$ cat src/rtl/clock_divider_pkg.sv
// Shared constants and helpers for the multi-channel clock divider.
// Half-periods are sanitised on a 32-bit carrier, so CNT_W must not exceed 32.
package clock_divider_pkg;

  localparam int CNT_W_DEF        = 28;
  localparam int DEFAULT_HALF_DEF = 100000;
  localparam int SAN_W            = 32;

  // A half-period of zero would never reach terminal count, so it is promoted to one.
  function automatic logic [SAN_W-1:0] sanitize_half(input logic [SAN_W-1:0] half);
    return (half == 32'd0) ? 32'd1 : half;
  endfunction

  // Channel selector width; a single channel still needs a one-bit selector.
  function automatic int ch_idx_w(input int num_ch);
    return (num_ch > 1) ? $clog2(num_ch) : 1;
  endfunction

endpackage

$ cat src/rtl/clock_divider_multi_div_channel.sv
// One divider channel: half-period counter, active/pending half-period and
// registered 50%-duty output with a rising-edge tick.
module div_channel
  import clock_divider_pkg::*;
#(
  parameter int CNT_W        = CNT_W_DEF,
  parameter int DEFAULT_HALF = DEFAULT_HALF_DEF
) (
  input  logic             clk_in,
  input  logic             rst_n,
  input  logic             en,
  input  logic             load,
  input  logic             load_now,
  input  logic [CNT_W-1:0] load_half,
  output logic             pend_flag,
  output logic             clk_out,
  output logic             tick
);

  localparam logic [CNT_W-1:0] ONE      = CNT_W'(1);
  localparam logic [CNT_W-1:0] DEF_HALF = CNT_W'(DEFAULT_HALF);

  logic [CNT_W-1:0] cnt_r;
  logic [CNT_W-1:0] act_r;
  logic [CNT_W-1:0] pend_r;
  logic             pf_r;
  logic             clk_r;
  logic             tick_r;
  logic             terminal_s;

  assign terminal_s = (cnt_r == (act_r - ONE));

  // Counter, half-period registers and divided clock; restart wins over terminal count.
  always_ff @(posedge clk_in or negedge rst_n) begin
    if (!rst_n) begin
      cnt_r  <= '0;
      act_r  <= DEF_HALF;
      pend_r <= DEF_HALF;
      pf_r   <= 1'b0;
      clk_r  <= 1'b0;
      tick_r <= 1'b0;
    end else if (load && load_now) begin
      act_r  <= load_half;
      pf_r   <= 1'b0;
      cnt_r  <= '0;
      clk_r  <= 1'b0;
      tick_r <= 1'b0;
    end else begin
      if (!en) begin
        cnt_r  <= '0;
        clk_r  <= 1'b0;
        tick_r <= 1'b0;
        if (pf_r) begin
          act_r <= pend_r;
          pf_r  <= 1'b0;
        end
      end else if (terminal_s) begin
        cnt_r  <= '0;
        clk_r  <= ~clk_r;
        tick_r <= ~clk_r;
        if (pf_r) begin
          act_r <= pend_r;
          pf_r  <= 1'b0;
        end
      end else begin
        cnt_r  <= cnt_r + ONE;
        tick_r <= 1'b0;
      end
      // A deferred request is only accepted while pf_r is clear, so it never races the hand-over.
      if (load) begin
        pend_r <= load_half;
        pf_r   <= 1'b1;
      end
    end
  end

  assign pend_flag = pf_r;
  assign clk_out   = clk_r;
  assign tick      = tick_r;

endmodule

$ cat src/rtl/clock_divider_multi.sv
// Multi-channel programmable clock divider: decodes the configuration port into
// per-channel load strobes and instantiates one div_channel per output.
module clock_divider_multi
  import clock_divider_pkg::*;
#(
  parameter int NUM_CH       = 4,
  parameter int CNT_W        = CNT_W_DEF,
  parameter int DEFAULT_HALF = DEFAULT_HALF_DEF
) (
  input  logic                        clk_in,
  input  logic                        rst_n,
  input  logic [NUM_CH-1:0]           en,
  input  logic                        cfg_valid,
  output logic                        cfg_ready,
  input  logic [ch_idx_w(NUM_CH)-1:0] cfg_ch,
  input  logic [CNT_W-1:0]            cfg_half,
  input  logic                        cfg_now,
  output logic [NUM_CH-1:0]           clk_out,
  output logic [NUM_CH-1:0]           tick
);

  localparam int CH_W = ch_idx_w(NUM_CH);

  logic [CNT_W-1:0]  half_s;
  logic [NUM_CH-1:0] pf_s;
  logic [NUM_CH-1:0] busy_s;
  logic [NUM_CH-1:0] load_s;

  assign half_s = CNT_W'(sanitize_half(SAN_W'(cfg_half)));

  // Out-of-range selectors match no channel, so they are always ready and silently dropped.
  assign cfg_ready = ~|busy_s;

  for (genvar i = 0; i < NUM_CH; i++) begin : g_ch
    assign busy_s[i] = (cfg_ch == CH_W'(i)) & pf_s[i];
    assign load_s[i] = cfg_valid & cfg_ready & (cfg_ch == CH_W'(i));

    div_channel #(
      .CNT_W        (CNT_W),
      .DEFAULT_HALF (DEFAULT_HALF)
    ) u_div_channel (
      .clk_in    (clk_in),
      .rst_n     (rst_n),
      .en        (en[i]),
      .load      (load_s[i]),
      .load_now  (cfg_now),
      .load_half (half_s),
      .pend_flag (pf_s[i]),
      .clk_out   (clk_out[i]),
      .tick      (tick[i])
    );
  end

endmodule

$ cat config.mk
export PLATFORM = sky130hd
export DESIGN_NAME = clock_divider_multi
export DESIGN_NICKNAME = d
export VERILOG_FILES = /design/src/rtl/clock_divider_pkg.sv /design/src/rtl/clock_divider_multi_div_channel.sv /design/src/rtl/clock_divider_multi.sv
export SDC_FILE = /design/constraint.sdc
export NUM_CORES = 1
export LEC_CHECK = 0
export ABC_AREA = 1
export BUFFER_PORTS_ARGS = -buffer_cell sky130_fd_sc_hd__buf_4
export CORE_UTILIZATION = 25
export CTS_CLUSTER_DIAMETER = 100
export DETAILED_ROUTE_END_ITERATION = 7
export PLACE_DENSITY_LB_ADDON = 0.08
export SYNTH_ARGS = -nofsm -noshare
export SYNTH_HDL_FRONTEND = slang
export SYNTH_SLANG_ARGS = --single-unit
export TNS_END_PERCENT = 30
$ cat constraint.sdc
create_clock -name clk_in -period 6.6 [get_ports clk_in]
set_input_delay 0 -clock clk_in [delete_from_list [all_inputs] [get_ports clk_in]]
set_output_delay 0 -clock clk_in [all_outputs]
set_load 0.03 [all_outputs]
# == Yosys cells after proc, flatten, opt, wreduce, memory -nomap -nowiden ==
# Index checks and enable logic that the tools add are counted.
# Widths: inputs -> output; s select.
# totals
regBits,348
latch_bits,0
ramBits,0
mem_bits_ro,0
inputBits,38
out_inout_bits,9
wordCells,145
memories,0
# op_classes
add_sub_neg,8
mul,0
div,0
n_lt_le_gt_ge,0
eq_ne,15
n_shift,0
muxes,69
n_bitwise,17
n_reduce_logical,12
# ops
operator,n
$mux 28,29
$add 28x1->28 const B,4
$eq 28x28->1,4
$sub 28x1->28 const B,4
$mux 1,40
$logic_not 28->1,1
$ne 4x1->1 const B,4
$ne 3x1->1 const B,4
$and 1x1->1,9
$not 1->1,8
$reduce_and 2->1,4
$eq 2x2->1 const B,2
$logic_and 1x1->1,4
$reduce_or 4->1,1
$eq 2x1->1 const B,1
$logic_not 2->1,1
$logic_not 1->1,1

# == Logic depth before layout (Yosys ltp) ==
# Gate-level depths: netlist of the first run.
# logic_depth
word_depth,9
depth_mapped,19
ltp_nobuf,18

# == Cells and area by module ==
# From an unflattened synthesis of the first run, not the netlist that was laid out.
# hier_totals
cells_unflattened,3131
area_unflattened_um2,21901.0
# by_module_without_submodules
mod,n_inst,cells_each,area_each_um2,seq_area_each_um2
div_channel at g_ch[2].u_div_channel ...,2,771,5405.2,2192.1
div_channel at g_ch[0].u_div_channel ...,2,758,5401.4,2192.1
clock_divider_multi,1,73,287.8,0.0

# == Worst setup path before layout of the first run ==
# No wires, ideal clock.
# synth_timing
path_type,register -> register
startpoint,register g_ch[3].u_div_channel.pf_r
endpoint,register g_ch[1].u_div_channel.act_r[23]
setup_ns,0.065
t_arrival_ns,2.190
t_required_ns,6.535
setup_slack_ns,4.345
path_stages_with_launch,12
n_path_buf,3
synth_period_minus_slack_ns,2.255
cell_sequence,dfrtp_1 -> inv_1 -> o211ai_1 -> a21oi_1 -> and2_1 -> buf_2 -> nand3_1 -> nand2_1 -> buf_2 -> buf_2 -> nand3_1 -> nand2_1
# synth_via
elab_chain_cells,7
elab_cells_between_ends,8
classes_between,eq/ne (1); mux (1); bitwise (3); reduce/logical (3)
# synth_rtl
element,line_no,text
from (decl),clock_divider_multi_div_channel.sv:26,logic pf_r;
from (signal assigned),clock_divider_multi_div_channel.sv:39,pf_r <= 1'b0;
from (signal assigned),clock_divider_multi_div_channel.sv:44,pf_r <= 1'b0;
from (signal assigned),clock_divider_multi_div_channel.sv:55,pf_r <= 1'b0;
$and 1x1->1 *,clock_divider_multi.sv:35,assign busy_s[i] = (cfg_ch == CH_W'(i)) & pf_s[i];
$reduce_or 4->1 *,clock_divider_multi.sv:32,assign cfg_ready = ~|busy_s;
$logic_not 1->1 *,clock_divider_multi.sv:32,
net cfg_ready,clock_divider_multi.sv:14,"output logic cfg_ready,"
$and 1x1->1 * (2 in series),clock_divider_multi.sv:36,assign load_s[i] = cfg_valid & cfg_ready & (cfg_ch == CH_W'(i));
$logic_and 1x1->1 *,clock_divider_multi_div_channel.sv:42,end else if (load && load_now) begin
$ne 3x1->1 (no source line) / $mux 28 (equally long branches),-,
to (signal assigned),clock_divider_multi_div_channel.sv:43,act_r <= load_half;
to (signal assigned),clock_divider_multi_div_channel.sv:54,act_r <= pend_r;
to (signal assigned),clock_divider_multi_div_channel.sv:62,act_r <= pend_r;
to (decl),clock_divider_multi_div_channel.sv:24,logic [CNT_W-1:0] act_r;
# The timed path passes the listed nets; every way through them passes the cells marked *.
# A chain may end at the register's enable or synchronous reset.

# == Worst setup path in the final report of the first run ==
# layout_timing
startpoint,register g_ch[3].u_div_channel.pf_r
endpoint,register g_ch[0].u_div_channel.act_r[22]
# layout_via
elab_chain_cells,7
elab_cells_between_ends,8
classes_between,eq/ne (1); mux (1); bitwise (3); reduce/logical (3)
# layout_rtl
element,line_no
$and 1x1->1 *,clock_divider_multi.sv:35
$reduce_or 4->1 *,clock_divider_multi.sv:32
$logic_not 1->1 *,clock_divider_multi.sv:32
$and 1x1->1 * (2 in series),clock_divider_multi.sv:36
$logic_and 1x1->1 *,clock_divider_multi_div_channel.sv:42
$ne 3x1->1 (no source line) / $mux 28 (equally long branches),-
to (signal assigned),clock_divider_multi_div_channel.sv:43
to (signal assigned),clock_divider_multi_div_channel.sv:54
to (signal assigned),clock_divider_multi_div_channel.sv:62
to (decl),clock_divider_multi_div_channel.sv:24
# Mark *: on every way between the ends. The rest lies on a longest branch, timed or not.

==> metrics.md, run 1 <==
| Metric | Value |
|---|---|
| Outcome | `finished clean` |
| Highest-delay cell along the critical path | `nand2_1` |
| Worst max-slew margin expressed relative to the limit | `18.93%` |
| Commonest non-fill, non-tap cell in the layout | `nand2_1` |
| Delay contributed by the slowest stage of the critical path | `1.18 ns` |
| Storage element area | `0.008768 mm^2` |
| Number of setup violations in the final report | `0` |
| Routed vias/inst | `4.380` |
| Synth Flop Type | `dfrtp_1` |
| Global Route Usage Sum | `15.38%` |
| Post-route worst hold slack | `0.01791 ns` |
| Net switching power | `3.273 mW` |
| Fill count | `9327` |
| Number of pins with negative max-slew slack in the final report | `0` |
| EDFF count, synth | `0` |
| Maximum level of the CTS H-tree | `2` |
| Number of cell instances on the worst register-to-register path | `9` |
| Number of iterations in the first detailed-routing pass | `5` |
| Internal Power | `5.032 mW` |
| Area of the multi-input gates | `0.01084 mm^2` |
| CTS Buf Count | `45` |
| Req. time, crit path | `7.07 ns` |
| Initial antenna violation count | `4` |
| TritonCTS clock tree | `yes` |
| Shortest period the worst path allows | `3.796 ns` |
| Initial DRC Count | `1189` |
| GRT Residual Overflow | `0` |
| Setup TNS | `0 ns` |
| Die X-Extent | `293.2 um` |
| Most frequent cells in the layout | `928 x nand2_1, 409 x nor2_1, 300 x dfrtp_1` |
| Number of instances in the synthesized netlist | `2960` |
| Final Hold Violating Endpoints | `0` |
| Type of the most critical hold path | `primary input to flop` |
| Register bit count reported by yosys | `348` |
| Antenna Nets Post-Route | `0` |
| Count of warnings emitted by yosys | `0` |
| Register share of total power | `36.9%` |
| Number of port buffers | `46` |
| Top-level I/O count | `47` |
| Crit path top cell by count | `nand2_1` |
| Final HPWL DP | `46700 um` |
| Register area share after synthesis | `41.37%` |
| Largest area contributor in the synthesized netlist | `dfrtp_1` |
| Kind of launch point of the worst setup path | `flop` |
| Vias after detailed routing | `18.24k` |
| Area of the die | `0.08595 mm^2` |
| Final worst-path cycle share | `57.52%` |
| Chain of cells forming the critical path | `inv_1 > o211ai_1 > a21oi_1 > and2_1 > nand3_2 > nand2_1 > nand2_4 > nand2_1 > nand2_1` |
| Average footprint of a synthesized cell | `7.161 um^2` |
| Post-CTS setup-driven buffer insertion count | `0` |
| Area of the placeable core | `0.08382 mm^2` |
| CP Capture Type | `flop` |
| Proportion of register bits with asynchronous set or reset after synthesis | `100.0%` |
| Setup repair after global routing missed its margin | `false` |
| Count of cells resized by post-cts repair | `0` |
| Maximum net fanout on the critical path | `58` |
| Syn Nets | `3006` |
| Clock tree skew after final layout | `0.01479 ns` |
| MaxCap Viol Count | `0` |
| Ratio of cells with drive above 1 in the final layout | `8.769%` |
| Root buffer cell | `clkbuf_16` |
| Count of cells along the worst hold path | `3` |
| Cell row count | `106` |
| Clock latency on the worst-skew pair | `0.58 ns` |
| Gate power share | `33.6%` |
| Leak Pwr | `11.56 nW` |
| Fin nets | `3032` |
| Y dimension of the die | `293.2 um` |
| Actual transition at the worst max-transition pin | `1.214 ns` |
| Fmax | `263.4 MHz` |
| Max Buffers Root-to-Sink | `3` |
| Total DRC errors in the routed layout | `0` |
| First-pass GRT wire length | `104300 um` |
| Pin count of the biggest net entering global routing | `136` |
| Critical path type | `flop to flop` |
| Post-synthesis cell area | `0.02120 mm^2` |
| Aggregate routed wire length | `65040 um` |
| Cell types occupying the most area after synthesis | `dfrtp_1 35%, nand2_1 16%, nor2_1 7.2%` |
| Initial core utilization | `25.29%` |
| Cell variety after synth | `46` |
| Fraction of post-synthesis cell area in the top cell type by area | `35.42%` |
| Clock slew at the register clock pins of the worst setup and hold paths | `0.06 ns` |
| Number of global-route vias before repair | `17.91k` |
| Power density over the cells | `342.4 mW/mm^2` |
| Clk sinks | `348` |
| Arrival time worst endpoint | `4.26 ns` |
| Gp weighted congestion | `0.8732` |
| Layout Area Growth over Synthesis | `14.44%` |
| Max VDD drop | `0.0001925 V` |
| Relative contribution of the clock network to total power | `29.5%` |
| Routed wire length per instance | `15.62 um` |
| Sw Ratio | `39.41%` |
==> power groups by stage <==
stage          sequential (mW)  combinational (mW)  clock (mW)
2_1_floorplan             2.93                2.19           0
4_1_cts                   3.09                2.83        2.55
5_1_grt                   3.15                3.26        2.63
6_report                  3.07                2.79        2.45
3_3_place_gp              3.12                2.79           0
3_5_place_dp              3.13                2.80           0
==> synth_stat cells, types with 3 or more instances <==
library cell	number
o21ai_0	242
dfstp_2	48
nand3_1	213
nand2_1	928
nand3b_1	24
xor2_1	121
xnor2_1	67
o21bai_1	5
nor4_1	11
a31oi_1	4
inv_2	8
nand2_2	11
nand4_1	43
buf_6	9
a21oi_1	18
dfrtp_1	300
nor3_1	40
o21ai_1	12
nor2_1	409
nand3_2	16
buf_2	43
inv_1	254
clkbuf_1	35
or2_2	3
ha_1	8
buf_4	18
nor2_8	3
nor2_4	10
nand2_4	10
nor2_2	22
and2_1	6
==> stage by stage <==
stage	instances	utilization, %	setup WS, ns	area [um^2]	total power [mW]
final	4163	28.94	2.804	24260	8.305
after global routing	4157	28.92	2.215	24240	9.033
after CTS	4156	28.92	2.781	24240	8.468
after detailed placement	4042	26.81	2.807	22480	5.922
after global placement	4042	26.81	2.907	22480	5.910
after floorplan	2960	-	4.345	21200	5.122
==> cells by family after synthesis <==
logic type               share of synthesized area (%)
adder cells (fa/ha/maj)                         0.4722
AND/OR/NAND/NOR                                  35.80
XOR/XNOR                                         7.880
buffers and inverters                            7.585
AO/OA/AOI/OAI                                    6.895
flip-flops                                       41.37
==> registers in the layout, indices dropped and copies added, names as in the netlist <==
register,cells
g_ch.u_div_channel.act_r,112
g_ch.u_div_channel.clk_out,4
g_ch.u_div_channel.cnt_r,112
g_ch.u_div_channel.pend_flag,4
g_ch.u_div_channel.pend_r,112
g_ch.u_div_channel.tick,4
==> worst paths after layout <==
check	endpoint	start	slack [ns]
min in group asynchronous	g_ch[3].u_div_channel.cnt_r[13]$_DFF_PN0_	rst_n	0.09
min	g_ch[1].u_div_channel.pend_r[19]$_DFFE_PN0P_	cfg_half[19]	0.02
min reg2reg	g_ch[1].u_div_channel.pend_r[5]$_DFFE_PN1P_	g_ch[1].u_div_channel.pend_r[5]$_DFFE_PN1P_	0.48
max	g_ch[0].u_div_channel.act_r[22]$_DFFE_PN0P_	g_ch[3].u_div_channel.pend_flag$_DFFE_PN0P_	2.80
max in group asynchronous	g_ch[1].u_div_channel.cnt_r[20]$_DFF_PN0_	rst_n	5.18
max reg2reg	g_ch[0].u_div_channel.act_r[22]$_DFFE_PN0P_	g_ch[3].u_div_channel.pend_flag$_DFFE_PN0P_	2.80
==> cell type report <==
cell class,count,area share [%]
Antenna cell,7,0.07221
Sequential cell,348,36.15
Inverter,263,4.070
Clock buffer,71,5.632
Clock inverter,12,0.3662
Multi-Input combinational cell,2240,44.69
Tap cell,1134,5.849
Timing Repair Buffer,88,3.177
==> critical path: cells and delay by family, from the launching register on <==
family / cells / cell delay (ns)
AOI/OAI and AO/OA: 2 / 0.29
buffers and inverters: 1 / 0.09
DFF: 1 / 0.36
and+or+nand+nor: 6 / 2.93
==> routing by layer <==
layer  vias up  wire length [um]  GRT usage (%)
met5         -                13              0
met1      8579             32360          21.73
li1       9413                 -              -
met4         2              1045          3.023
met2       186             29520          24.78
met3        56              2095          2.368
==> repair_timing <==
action                                  in CTS  in global routing
endpoints found under the setup margin       0                  0
hold buffers                                31                  0
hold endpoints to repair                   192                  0
(Power assumes the default switching activity.)
==> inputs of run 2 (changes only) <==
ABC_AREA = 0   (was 1)
clock period = 3.37 ns   (was 6.6 ns; I/O delays follow)
==> run 2 against run 1 <==
Against the previous run: global-route usage increased by 2.0 points; via count grew 3.0%; clock skew up 0.010 ns; cell area up 8.1%; cell count down 12%; setup slack lost 2.7 ns; clock power is 110% higher; combinational power fell by 11%; sequential share of layout area fell by 2.7 points; core utilization up 1.7 points; largest cell class unchanged.
==> metrics.md, run 2 <==
| Metric | Value |
|---|---|
| Vias after detailed routing | `18.79k (was 18.24k)` |
| Area of the placeable core | `0.08568 mm^2 (was 0.08382 mm^2)` |
| Clk sinks | `348 (unchanged)` |
| First-pass GRT wire length | `119700 um (was 104300 um)` |
| Req. time, crit path | `3.83 ns (was 7.07 ns)` |
| Fraction of post-synthesis cell area in the top cell type by area | `34.55% (was 35.42%)` |
| Largest registers | `g_ch.u_div_channel.act_r: 112 flops, g_ch.u_div_channel.cnt_r: 112 flops, g_ch.u_div_channel.pend_r: 112 flops (unchanged)` |
| Most numerous cell in the Yosys netlist | `dfrtp_1 (was nand2_1)` |
| Worst max-slew margin expressed relative to the limit | `27.89% (was 18.93%)` |
| Fin nets | `2515 (was 3032)` |
| Maximum net fanout on the critical path | `6 (was 58)` |
| Root buffer cell | `clkbuf_16 (unchanged)` |
| Fraction of the mapped netlist area in adder cells | `0.5067% (was 0.4722%)` |
| Fill count | `8941 (was 9327)` |
| Area fraction in compound gates after synthesis | `15.52% (was 6.895%)` |
| Worst setup timing slack at the placement stage | `-0.09395 ns (was 2.807 ns)` |
| Final worst-path cycle share | `97.58% (was 57.52%)` |
| Multiplexer fraction of the synthesized cell area | `7.911% (was 0%)` |
| EDFF count, synth | `0 (unchanged)` |
| Leak Pwr | `9.815 nW (was 11.56 nW)` |
| CTS Buf Count | `47 (was 45)` |
| Antenna Nets Post-Route | `0 (unchanged)` |
| Initial core utilization | `25.36% (was 25.29%)` |
| Flop2flop setup slack | `0.08 ns (was 2.80 ns)` |
| Largest area contributor in the synthesized netlist | `dfrtp_1 (unchanged)` |
| Average footprint of a synthesized cell | `9.115 um^2 (was 7.161 um^2)` |
| Final Hold Violating Endpoints | `0 (unchanged)` |
| TritonCTS clock tree | `yes (unchanged)` |
| Max Buffers Root-to-Sink | `3 (unchanged)` |
| Syn Nets | `2430 (was 3006)` |
| Number of setup violations in the final report | `0 (unchanged)` |
| List of most frequent post-synthesis cells | `300 x dfrtp_1, 246 x nor2_1, 240 x nand2_1 (was 928 x nand2_1, 409 x nor2_1, 300 x dfrtp_1)` |
| Number of global-route vias before repair | `18.99k (was 17.91k)` |
| Cell variety after synth | `92 (was 46)` |
| Register area share after synthesis | `40.35% (was 41.37%)` |
| Final HPWL DP | `51420 um (was 46700 um)` |
| Y dimension of the die | `296.8 um (was 293.2 um)` |
| Clock latency on the worst-skew pair | `0.59 ns (was 0.58 ns)` |
| Area of the die | `0.08811 mm^2 (was 0.08595 mm^2)` |
| GRT Residual Overflow | `0 (unchanged)` |
| Aggregate routed wire length | `77080 um (was 65040 um)` |
| MaxCap Viol Count | `0 (unchanged)` |
| Post-synthesis share of cell area spent on and, or, nand and nor gates | `21.08% (was 35.80%)` |
| Cell row count | `107 (was 106)` |
| Global Route Usage Sum | `17.39% (was 15.38%)` |
| Gp weighted congestion | `0.8043 (was 0.8732)` |
| Combinational family with the most area after synthesis | `simple AND/OR/NAND/NOR gates (unchanged)` |
| Cell types occupying the most area after synthesis | `dfrtp_1 35%, mux2_2 7.2%, dfstp_2 5.8% (was dfrtp_1 35%, nand2_1 16%, nor2_1 7.2%)` |
| Pin count of the biggest net entering global routing | `91 (was 136)` |
| Type of the most critical hold path | `primary input to async pin (was primary input to flop)` |
| Shortest period the worst path allows | `3.289 ns (was 3.796 ns)` |
| CP Capture Type | `flop (unchanged)` |
| Die X-Extent | `296.8 um (was 293.2 um)` |
| Commonest non-fill, non-tap cell in the layout | `dfrtp_1 (was nand2_1)` |
| Max VDD drop | `0.0002864 V (was 0.0001925 V)` |
| Count of warnings emitted by yosys | `0 (unchanged)` |
| Number of iterations in the first detailed-routing pass | `5 (unchanged)` |
| Smallest setup slack after layout | `0.08150 ns (was 2.804 ns)` |
| Xor and xnor area share after synthesis | `9.754% (was 7.880%)` |
| Routed vias/inst | `5.142 (was 4.380)` |
| Power density over the cells | `496.7 mW/mm^2 (was 342.4 mW/mm^2)` |
| Clock slew at the register clock pins of the worst setup and hold paths | `0.06 ns (about the same)` |
| Most frequent cells in the layout | `296 x dfrtp_1, 239 x nor2_1, 239 x nand2_1 (was 928 x nand2_1, 409 x nor2_1, 300 x dfrtp_1)` |
| Proportion of register bits with asynchronous set or reset after synthesis | `100.0% (unchanged)` |
| Initial antenna violation count | `0 (was 4)` |
| Register bit count reported by yosys | `348 (unchanged)` |
| Clock tree skew after final layout | `0.02501 ns (was 0.01479 ns)` |
| Fmax | `304.1 MHz (was 263.4 MHz)` |
| Number of port buffers | `46 (unchanged)` |
| Maximum level of the CTS H-tree | `2 (unchanged)` |
| Arrival time worst endpoint | `3.75 ns (was 4.26 ns)` |
| Kind of launch point of the worst setup path | `flop (unchanged)` |
| Outcome | `finished clean (unchanged)` |
| Total power of the final layout | `13.03 mW (was 8.305 mW)` |
| Actual transition at the worst max-transition pin | `1.080 ns (was 1.214 ns)` |
| Number of instances in the synthesized netlist | `2384 (was 2960)` |
| Post-synthesis cell area | `0.02173 mm^2 (was 0.02120 mm^2)` |
| Layout Area Growth over Synthesis | `20.70% (was 14.44%)` |
| Critical path type | `flop to flop (unchanged)` |
| Total DRC errors in the routed layout | `0 (unchanged)` |
| Ratio of cells with drive above 1 in the final layout | `21.47% (was 8.769%)` |
| Number of pins with negative max-slew slack in the final report | `0 (unchanged)` |
| Top-level I/O count | `47 (unchanged)` |
| Routed wire length per instance | `21.10 um (was 15.62 um)` |
| Initial DRC Count | `1182 (was 1189)` |
| Setup repair after global routing missed its margin | `true (was false)` |
| Synth Flop Type | `dfrtp_1 (unchanged)` |
[run 2: through the flow]
stage	hold slack, ns	cell area, um^2	TNS (ns)	util, %	std cells
detailed placement	0.1226	24000	-2.432	28.02	3523
global route	0.07850	26220	-0.4854	30.60	3650
floorplan	-0.2956	21730	0	-	2384
global placement	0.1057	24000	-1.795	28.02	3523
finish	0.06609	26230	0	30.61	3654
CTS	0.01774	25960	0	30.29	3646
[run 2: critical path, cell delays in order, from the launching register on]
cell and delay [ns]:
dfrtp_2 0.46, buf_4 0.17, buf_4 0.16, or3_1 0.38, or3_1 0.37, o32a_1 0.19
o22ai_2 0.13, mux2i_2 0.15, nor4_2 0.36, nand4_1 0.25, buf_4 0.21, a211oi_1 0.22
o22ai_1 0.11
[run 2: area by class of cell]
cell class / count / area [um^2] / area share, %
clock inverter: 5 / 50.05 / 0.1908
tap: 1144 / 1431 / 5.457
antenna: 4 / 10.01 / 0.03816
timing repair buffer: 236 / 2166 / 8.257
inverter: 34 / 127.6 / 0.4866
clock buffer: 81 / 1496 / 5.705
sequential: 348 / 8773 / 33.45
multi-input combinational: 1802 / 12170 / 46.42
[run 2: cell families (layout without fill, tap and decap cells)]
group,count (synthesis),count (layout)
fa+ha+maj,9,9
buf+inv,234,356
simple gates,918,918
compound gates,481,481
mux,152,152
xor+xnor,242,242
flops,348,348
other cells,0,4
[run 2: path summary, 6_finish.rpt]
kind / endpoint / cells past startpoint / startpoint
setup / recovery: g_ch[0].u_div_channel.act_r[14]$_DFFE_PN0P_ / 12 / g_ch[0].u_div_channel.act_r[4]$_DFFE_PN0P_
hold / removal: g_ch[2].u_div_channel.cnt_r[4]$_DFF_PN0_ / 2 / rst_n
setup reg to reg: g_ch[0].u_div_channel.act_r[14]$_DFFE_PN0P_ / 12 / g_ch[0].u_div_channel.act_r[4]$_DFFE_PN0P_
hold reg to reg: g_ch[2].u_div_channel.tick$_DFF_PN0_ / 1 / g_ch[2].u_div_channel.clk_out$_DFFE_PN0P_
max in group asynchronous: g_ch[1].u_div_channel.act_r[15]$_DFFE_PN1P_ / 3 / rst_n
min in group clk_in: g_ch[1].u_div_channel.pend_r[0]$_DFFE_PN0P_ / 5 / cfg_half[0]
[run 2: metal layers]
layer	wire (um)	up-vias	global-route usage [%]
met3	2877	89	2.026
met2	35800	355	28.32
met4	1428	0	4.231
li1	-	8792	-
met1	36980	9554	24.34
met5	0	-	0
[run 2: report_power, final]
part           internal [mW]  switching [mW]
clock                   3.06            2.01
combinational           1.17            1.32
sequential              4.84           0.629
[run 2: timing repair]
action | in CTS | in global routing
hold buffers | 34 | 0
setup buffers | 3 | 4
pin swaps | 1 | 15
cloned | 0 | 0
endpoints found under the hold margin | 302 | 0
setup endpoints to repair | 69 | 228
gates resized for setup | 7 | 54
